### src/rtl/bp_be_pkg.sv
// bp_be_pkg: shared enums and field widths for the FE/BE adapter and its peers.
package bp_be_pkg;
  localparam int fe_cmd_opcode_width_gp = 3;
  localparam int fe_cmd_subop_width_gp = 2;
  typedef enum logic [1:0] {e_run, e_redirect, e_fence} adapter_state_e;
  typedef enum logic {e_fe_fetch = 1'b0, e_fe_exception = 1'b1} fe_msg_type_e;
  typedef enum logic [2:0] {
    e_op_state_reset    = 3'd0,
    e_op_pc_redirection = 3'd1,
    e_op_icache_fence   = 3'd2,
    e_op_attaboy        = 3'd3,
    e_op_itlb_fill      = 3'd4
  } fe_cmd_opcode_e;
  typedef enum logic [1:0] {
    e_subop_none              = 2'd0,
    e_subop_branch_mispredict = 2'd1,
    e_subop_trap              = 2'd2,
    e_subop_eret              = 2'd3
  } fe_cmd_subop_e;
endpackage

### src/rtl/bp_be_fe_queue_fifo.sv
// bp_be_fe_queue_fifo: valid/ready FIFO with synchronous flush taking priority over enqueue.
module bp_be_fe_queue_fifo #(
  parameter int width_p = 8,
  parameter int els_p = 8,
  localparam int ptr_w_lp = $clog2(els_p)
) (
  input  logic               clk_i,
  input  logic               reset_i,
  input  logic               flush_i,
  input  logic               v_i,
  input  logic [width_p-1:0] data_i,
  output logic               ready_o,
  output logic               v_o,
  output logic [width_p-1:0] data_o,
  input  logic               yumi_i
);
  logic [width_p-1:0] r_mem [els_p];
  logic [ptr_w_lp-1:0] r_rd, r_wr;
  logic [ptr_w_lp:0] r_cnt;
  logic w_enq, w_deq;
  assign ready_o = r_cnt != (ptr_w_lp+1)'(els_p);
  assign v_o = r_cnt != '0;
  assign data_o = r_mem[r_rd];
  assign w_enq = v_i & ready_o;
  assign w_deq = yumi_i & v_o;
  always_ff @(posedge clk_i)
    if (reset_i | flush_i) begin
      r_rd <= '0;
      r_wr <= '0;
      r_cnt <= '0;
    end else begin
      r_wr <= r_wr + ptr_w_lp'(w_enq);
      r_rd <= r_rd + ptr_w_lp'(w_deq);
      r_cnt <= r_cnt + (ptr_w_lp+1)'(w_enq) - (ptr_w_lp+1)'(w_deq);
    end
  always_ff @(posedge clk_i)
    if (w_enq) r_mem[r_wr] <= data_i;
endmodule

### src/rtl/bp_be_fe_adapter.sv
// bp_be_fe_adapter: BE endpoint of the FE/BE link; buffers fe_queue entries for issue
// and turns branch resolutions and fences into fe_cmd packets.
module bp_be_fe_adapter
  import bp_be_pkg::*;
#(
  parameter int vaddr_width_p = 39,
  parameter int paddr_width_p = 56,
  parameter int asid_width_p = 10,
  parameter int btb_indx_width_p = 9,
  parameter int bht_indx_width_p = 6,
  parameter int ras_addr_width_p = 2,
  parameter int instr_width_p = 32,
  parameter int fe_queue_els_p = 8,
  localparam int branch_metadata_fwd_width_lp = btb_indx_width_p + bht_indx_width_p + ras_addr_width_p,
  localparam int fe_queue_width_lp = 1 + vaddr_width_p + instr_width_p + branch_metadata_fwd_width_lp,
  localparam int fe_cmd_width_lp = fe_cmd_opcode_width_gp + vaddr_width_p + fe_cmd_subop_width_gp
                                   + branch_metadata_fwd_width_lp + paddr_width_p + asid_width_p
) (
  input  logic                                    clk_i,
  input  logic                                    reset_i,
  input  logic [fe_queue_width_lp-1:0]            fe_queue_i,
  input  logic                                    fe_queue_v_i,
  output logic                                    fe_queue_ready_o,
  output logic [fe_cmd_width_lp-1:0]              fe_cmd_o,
  output logic                                    fe_cmd_v_o,
  input  logic                                    fe_cmd_ready_i,
  output logic [vaddr_width_p-1:0]                issue_pc_o,
  output logic [instr_width_p-1:0]                issue_instr_o,
  output logic [branch_metadata_fwd_width_lp-1:0] issue_metadata_o,
  output logic                                    issue_exc_v_o,
  output logic                                    issue_v_o,
  input  logic                                    issue_yumi_i,
  input  logic                                    br_resolve_v_i,
  input  logic                                    br_mispredict_i,
  input  logic [vaddr_width_p-1:0]                br_pc_i,
  input  logic [vaddr_width_p-1:0]                br_target_i,
  input  logic [branch_metadata_fwd_width_lp-1:0] br_metadata_i,
  input  logic                                    fence_v_i,
  output logic                                    fence_ready_o
);
  localparam int md_w_lp = branch_metadata_fwd_width_lp;
  adapter_state_e r_state, w_state_n;
  fe_cmd_opcode_e r_cmd_op, w_cmd_op_n;
  fe_cmd_subop_e r_cmd_sub, w_cmd_sub_n;
  logic [vaddr_width_p-1:0] r_cmd_pc, w_cmd_pc_n;
  logic [md_w_lp-1:0] r_cmd_md, w_cmd_md_n;
  logic r_cmd_v, w_cmd_v_n;
  logic [fe_queue_width_lp-1:0] w_head;
  logic w_fifo_ready, w_fifo_v, w_run, w_mispredict, w_fence_acc, w_attaboy, w_cmd_deq;
  assign w_run = r_state == e_run;
  assign w_mispredict = br_resolve_v_i & br_mispredict_i;
  assign w_cmd_deq = r_cmd_v & fe_cmd_ready_i;
  assign fence_ready_o = ~reset_i & w_run & ~r_cmd_v & ~w_mispredict;
  assign w_fence_acc = fence_v_i & fence_ready_o;
  // Attaboys are advisory: only taken when the command slot is free this cycle.
  assign w_attaboy = br_resolve_v_i & ~br_mispredict_i & w_run & (~r_cmd_v | fe_cmd_ready_i);
  assign fe_queue_ready_o = ~reset_i & w_run & w_fifo_ready;
  assign issue_v_o = ~reset_i & w_run & w_fifo_v;
  assign fe_cmd_v_o = ~reset_i & r_cmd_v;
  assign fe_cmd_o = {r_cmd_op, r_cmd_pc, r_cmd_sub, r_cmd_md, {(paddr_width_p+asid_width_p){1'b0}}};
  assign issue_exc_v_o = fe_msg_type_e'(w_head[fe_queue_width_lp-1]) != e_fe_fetch;
  assign issue_pc_o = w_head[instr_width_p+md_w_lp +: vaddr_width_p];
  assign issue_instr_o = issue_exc_v_o ? '0 : w_head[md_w_lp +: instr_width_p];
  assign issue_metadata_o = w_head[md_w_lp-1:0];
  bp_be_fe_queue_fifo #(
    .width_p(fe_queue_width_lp),
    .els_p  (fe_queue_els_p)
  ) fifo (
    .clk_i  (clk_i),
    .reset_i(reset_i),
    .flush_i(w_mispredict | w_fence_acc),
    .v_i    (fe_queue_v_i & fe_queue_ready_o),
    .data_i (fe_queue_i),
    .ready_o(w_fifo_ready),
    .v_o    (w_fifo_v),
    .data_o (w_head),
    .yumi_i (issue_yumi_i & issue_v_o)
  );
  always_ff @(posedge clk_i)
    if (reset_i) begin
      r_state <= e_run;
      r_cmd_v <= 1'b0;
      r_cmd_op <= e_op_state_reset;
      r_cmd_sub <= e_subop_none;
      r_cmd_pc <= '0;
      r_cmd_md <= '0;
    end else begin
      r_state <= w_state_n;
      r_cmd_v <= w_cmd_v_n;
      r_cmd_op <= w_cmd_op_n;
      r_cmd_sub <= w_cmd_sub_n;
      r_cmd_pc <= w_cmd_pc_n;
      r_cmd_md <= w_cmd_md_n;
    end
  always_comb begin
    w_state_n = r_state;
    w_cmd_v_n = r_cmd_v & ~fe_cmd_ready_i;
    w_cmd_op_n = r_cmd_op;
    w_cmd_sub_n = r_cmd_sub;
    w_cmd_pc_n = r_cmd_pc;
    w_cmd_md_n = r_cmd_md;
    if (w_mispredict) begin
      w_state_n = e_redirect;
      w_cmd_v_n = 1'b1;
      w_cmd_op_n = e_op_pc_redirection;
      w_cmd_sub_n = e_subop_branch_mispredict;
      w_cmd_pc_n = br_target_i;
      w_cmd_md_n = br_metadata_i;
    end else if (w_fence_acc) begin
      w_state_n = e_fence;
      w_cmd_v_n = 1'b1;
      w_cmd_op_n = e_op_icache_fence;
      w_cmd_sub_n = e_subop_none;
      w_cmd_pc_n = '0;
      w_cmd_md_n = '0;
    end else begin
      if (w_attaboy) begin
        w_cmd_v_n = 1'b1;
        w_cmd_op_n = e_op_attaboy;
        w_cmd_sub_n = e_subop_none;
        w_cmd_pc_n = br_pc_i;
        w_cmd_md_n = br_metadata_i;
      end
      if (!w_run && w_cmd_deq) w_state_n = e_run;
    end
  end
endmodule

### config.mk
export PLATFORM = sky130hd
export DESIGN_NAME = bp_be_fe_adapter
export DESIGN_NICKNAME = d
export VERILOG_FILES = /design/src/rtl/bp_be_pkg.sv /design/src/rtl/bp_be_fe_queue_fifo.sv /design/src/rtl/bp_be_fe_adapter.sv
export SDC_FILE = /design/constraint.sdc
export NUM_CORES = 1
export LEC_CHECK = 0
export ABC_AREA = 1
export BUFFER_PORTS_ARGS = -buffer_cell sky130_fd_sc_hd__buf_2
export CORE_MARGIN = 8
export CORE_UTILIZATION = 58
export DETAILED_ROUTE_END_ITERATION = 10
export PLACE_DENSITY = 0.8
export SYNTH_ARGS = -nofsm -noshare
export SYNTH_HDL_FRONTEND = slang
export SYNTH_SLANG_ARGS = --single-unit
### constraint.sdc
create_clock -name clk_i -period 7.3 [get_ports clk_i]
set_input_delay 1.825 -clock clk_i [delete_from_list [all_inputs] [get_ports clk_i]]
set_output_delay 1.825 -clock clk_i [all_outputs]
set_load 0.05 [all_outputs]
# Word level (Yosys, flattened, before mapping)
# Memory sizes are Yosys's and may differ from the RTL's. A register that Yosys moved wholly into a read port is not among the register bits.
# Index checks and enable logic that the tools add are counted.
[word_totals] regBits=72 ram_bits=712 inputBits=192 output_inout_bits=220 memories=1
[memory_table] memory="fifo.r_mem" words=8 width=89 rd=1 rd_ports_with_merged_regs=1 wr=1 line_no="bp_be_fe_queue_fifo.sv:17" source="logic [width_p-1:0] r_mem [els_p];"
[classes] addsub=4 eq_ne=1 n_mux=22 bitwise=25 n_reduce_logical=9
[ops] operator="39-bit two-way mux" n=3
[ops] operator="17-bit two-way mux" n=3
[ops] operator="32-bit two-way mux" n=1
[ops] operator="1-bit AND" n=17
[ops] operator="1-bit two-way mux" n=10
[ops] operator="2-bit two-way mux" n=4
[ops] operator="3-bit by 1-bit adder with 3-bit output" n=2
[ops] operator="3-bit nonzero test" n=2
[ops] operator="1-bit NOT" n=5
[ops] operator="4-bit by 1-bit adder with 4-bit output" n=1
[ops] operator="4-bit != test, second input constant" n=1
[ops] operator="2-bit nonzero test" n=2
[ops] operator="4-bit nonzero test" n=1
[ops] operator="4-bit by 1-bit subtractor with 4-bit output" n=1
[ops] operator="3-bit two-way mux" n=1
[ops] operator="1-bit bitwise OR" n=3
[ops] operator="2-bit zero test" n=1
[ops] operator="2-bit OR reduction" n=1
[ops] operator="1-bit logical AND" n=1
[ops] operator="1-bit zero test" n=1

# Depth between registers and ports, before layout
[logic_depth] word_depth=8 depth_mapped=11 mapped_depth_nobuf=11

# By module
# From an unflattened synthesis, not the netlist that was laid out.
[unflattened] hier_cells=3825 hier_area_um2=35854.4
[by_module_without_submodules] module="bp_be_fe_queue_fifo" n_inst=1 cells_each=3154 area_per_inst_um2=31701.7 seq_area_each_um2=21580.7
[by_module_without_submodules] module="bp_be_fe_adapter" n_inst=1 cells_each=671 area_per_inst_um2=4152.7 seq_area_each_um2=1241.2

# Least setup slack after synthesis
# No wires, ideal clock.
[synth_timing] path_type="input to register" startpoint="in reset_i" endpoint="mem fifo.r_mem[0][0] (netlist bit) (enable)" arrival_time_ns=7.019 path_slack_ns=-0.256 stages=5 path_buffers=0 path_cell_list="inv_2 -> nand2_1 -> a31oi_1 -> nand2_1 -> nor2_1"
[synth_between] elab_chain_cells=7
[synth_rtl] element="start, declared" line_no="bp_be_fe_adapter.sv:20" source="input logic reset_i,"
[synth_rtl] element="1-bit NOT" line_no="bp_be_fe_adapter.sv:57" source="assign fe_queue_ready_o = ~reset_i & w_run & w_fifo_ready;"
[synth_rtl] element="1-bit AND (2 in a row)" line_no="bp_be_fe_adapter.sv:57"
[synth_rtl] element="named net fe_queue_ready_o" line_no="bp_be_fe_adapter.sv:23" source="output logic fe_queue_ready_o,"
[synth_rtl] element="1-bit AND" line_no="bp_be_fe_adapter.sv:72" source=".v_i (fe_queue_v_i & fe_queue_ready_o),"
[synth_rtl] element="1-bit AND" line_no="bp_be_fe_queue_fifo.sv:24" source="assign w_enq = v_i & ready_o;"
[synth_rtl] element="1-bit two-way mux" line_no="bp_be_fe_queue_fifo.sv:37" source="if (w_enq) r_mem[r_wr] <= data_i;"
[synth_rtl] element="1-bit two-way mux (not written as such)" line_no="bp_be_fe_queue_fifo.sv:37"
[synth_rtl] element="end, declared" line_no="bp_be_fe_queue_fifo.sv:17"
# The timed path passes the listed nets, and every way through them passes these cells.

==> run summary <==
Reg clk slew, reported paths = 0.06 ns
Hold path cells = 2
Gpl congestion = 0.853
Setup crit start kind = flop
Placed cell count = 3,753
Num CTS Buffers = 78
RR Startpoint = r_state[0]$_SDFFE_PP0P_
Top cell type's share of synthesized area = 66.5%
Post-synthesis sequential area ratio = 70.9%
Max clock buf depth = 3
Syn Area/Cell = 11.4 sq um
Hold buffers post-CTS = 0
Non-Filler Instances = 3,910
Library cells used by synthesis = 30
Via count = 22,270
R2r setup slk = 4.06 ns
Most common cell after layout, fill and taps aside = edfxtp_1
Detail Placement HPWL = 43.7 mm
Latest clock arrival within the worst-skew pair = 0.61 ns
Top post-synthesis cells by area = edfxtp_1 (66%), nor2_1 (6.1%), o21ai_0 (5.6%)
Fin. Hold Viols = 0
Synth area leader = edfxtp_1
Root Buffer = clkbuf_16
DR iter-0 viols = 2,154
Die Area = 0.0633 sq mm
Most frequent cells in the layout = edfxtp_1 (712), nor2_1 (516), nand2_1 (447)
Dpl ws = 2.17 ns
First-pass GRT wire length = 120 mm
Count of pins over their slew limit = 0
Worst hold path type = flop to flop
Power density cells = 275 mW/mm^2
WP data arrival = 3.76 ns
Num ports = 412
Vias/cell = 5.70
CP max FO = 82
Die H = 252 um
Clock sinks = 784
Achievable Freq = 0.179 GHz
Core area = 0.0550 sq mm
Setup ws final = 1.72 ns
Drt wl/cell = 20.2 um
Drt total wl = 78.9 mm
Worst path cell trace = inv_2, buf_4, o21ai_0, o22ai_1, nand2_1, nand2_1, buf_2
Max-cap violations = 0
CP dominant cell by count = nand2_1
Synth Instances = 2,817
GRT Overall Usage = 24.0%
Post-Syn Area = 0.0322 sq mm
R2R cell count = 6
Leakage power = 14.0 nW
Die width = 252 um
Clock Skew = 0.0203 ns
Initial Utilization = 58.5%
RSZ-0062 raised after global routing = false
Tmin final = 5.58 ns
Post_cts resized = 0
Final ANT Viol Nets = 0
VDD IR-drop max = 0.000259 V
Final setup viols = 0
H-tree depth = 3
Fin nets = 3,288
DRC errors left = 0
Slew headroom = 21.9%
Yosys reg bits = 784
Grt ovf = 0
RR Endpoint = fifo.r_mem[6][20]$_DFFE_PP_
Vias in the first global route = 22,031
Largest net degree at the start of global routing = 206
Num rows = 86
Drt pass-1 iters = 5
Syn-to-layout area delta = 13.9%
Share of cells above drive strength 1 = 16.2%
Post-CTS Setup Repair Bufs = 0
CP max stage delay = 0.81 ns
Hold slack final = 0.477 ns
End of the critical path = issue_pc_o[27]
Port Buffer Count = 343
Antenna violations before repair = 18
CTS tree = done
Worst-Margin Slew = 1.17 ns
YS warnings = 0
Critical Path Sink Type = primary output
Worst Path Class, Setup = flop to primary output
Worst setup path start = fifo.r_rd[1]$_SDFF_PP0_
Outcome = finished, final reports clean
Crit-path slowest cell = inv_2
Worst path required time = 5.48 ns
Tcrit/Tclk final = 76.5%
[cells by family after synthesis]
group | count (synthesis) | synth area share (%)
other cells | 1 | 0.0117
compound gates | 577 | 9.59
buf+inv | 356 | 5.56
xor+xnor | 3 | 0.0817
flops | 784 | 70.9
fa+ha+maj | 11 | 0.451
simple gates | 1085 | 13.4
[report_power, final]
part | leakage (nW) | switching, mW | internal, mW
Sequential | 7.02 | 0.0418 | 4.98
Clock | 1.24 | 1.63 | 2.29
Combinational | 5.75 | 0.851 | 0.250
Total | 14.0 | 2.53 | 7.53
[layout make-up]
type                    count  area, sq um
well taps                 748          936
clock buffers              92         2090
clock inverters            52          435
flip-flops and latches    784        22800
inverters                 103          395
diodes                     13         32.5
repair buffers            374         2020
fillers                  3895        18400
multi-input cells        1744         7890
[sequential cells by signal, summed over array words and instances (netlist names), 2 cells and up]
register	flops
fifo.r_wr	3
fifo.r_rd	3
r_cmd_op	2
r_state	2
fifo.r_cnt	4
r_cmd_md	17
r_cmd_pc	39
fifo.r_mem	712
[worst min path at each step]
stage | startpoint | end | slack [ns]
global placement | r_cmd_op[1]$_SDFFE_PP0P_ | r_cmd_op[1]$_SDFFE_PP0P_ | 0.45
floorplan | r_state[0]$_SDFFE_PP0P_ | r_state[0]$_SDFFE_PP0P_ | 0.46
finish | r_cmd_op[1]$_SDFFE_PP0P_ | r_cmd_op[1]$_SDFFE_PP0P_ | 0.48
CTS | r_cmd_op[1]$_SDFFE_PP0P_ | r_cmd_op[1]$_SDFFE_PP0P_ | 0.48
detailed placement | r_cmd_op[1]$_SDFFE_PP0P_ | r_cmd_op[1]$_SDFFE_PP0P_ | 0.47
global route | r_cmd_op[1]$_SDFFE_PP0P_ | r_cmd_op[1]$_SDFFE_PP0P_ | 0.52
[cell usage after synthesis, drive strengths merged]
| cell | n |
|---|---|
| or2 | 1 |
| nand4 | 57 |
| conb | 1 |
| nor2 | 525 |
| xnor2 | 2 |
| clkbuf | 94 |
| fa | 1 |
| inv | 103 |
| xor2 | 1 |
| and2 | 1 |
| buf | 159 |
| dfxtp | 72 |
| o21ai | 424 |
| o22ai | 112 |
| nand2 | 448 |
| a21boi | 17 |
| nand3 | 53 |
| a31oi | 2 |
| edfxtp | 712 |
| ha | 10 |
| a21oi | 22 |
[stage by stage]
step / power (mW) / area (sq um) / utilization (%) / setup TNS, ns
2_1_floorplan: 5.94 / 32400 / - / -182.22
3_3_place_gp: 6.18 / 34100 / 62.0 / 0
3_5_place_dp: 6.21 / 34100 / 62.0 / 0
4_1_cts: 10.1 / 36600 / 66.6 / 0
5_1_grt: 10.4 / 36600 / 66.6 / 0
6_report: 10.1 / 36600 / 66.6 / 0
[worst max-delay path, delay by kind of cell (launching register included)]
kind            cells  cell delay (ns)
flops               1             0.60
buf+inv             3             1.83
simple gates        2             0.28
compound gates      2             0.41
[layer usage]
layer	GRT usage [%]	share of wire [%]	wire, um
met5	0	0.096	76
met4	9.71	3.0	2370
met3	5.01	8.4	6630
met2	39.8	49	38700
met1	30.7	40	31200
Power figures use the tool's default switching activity.
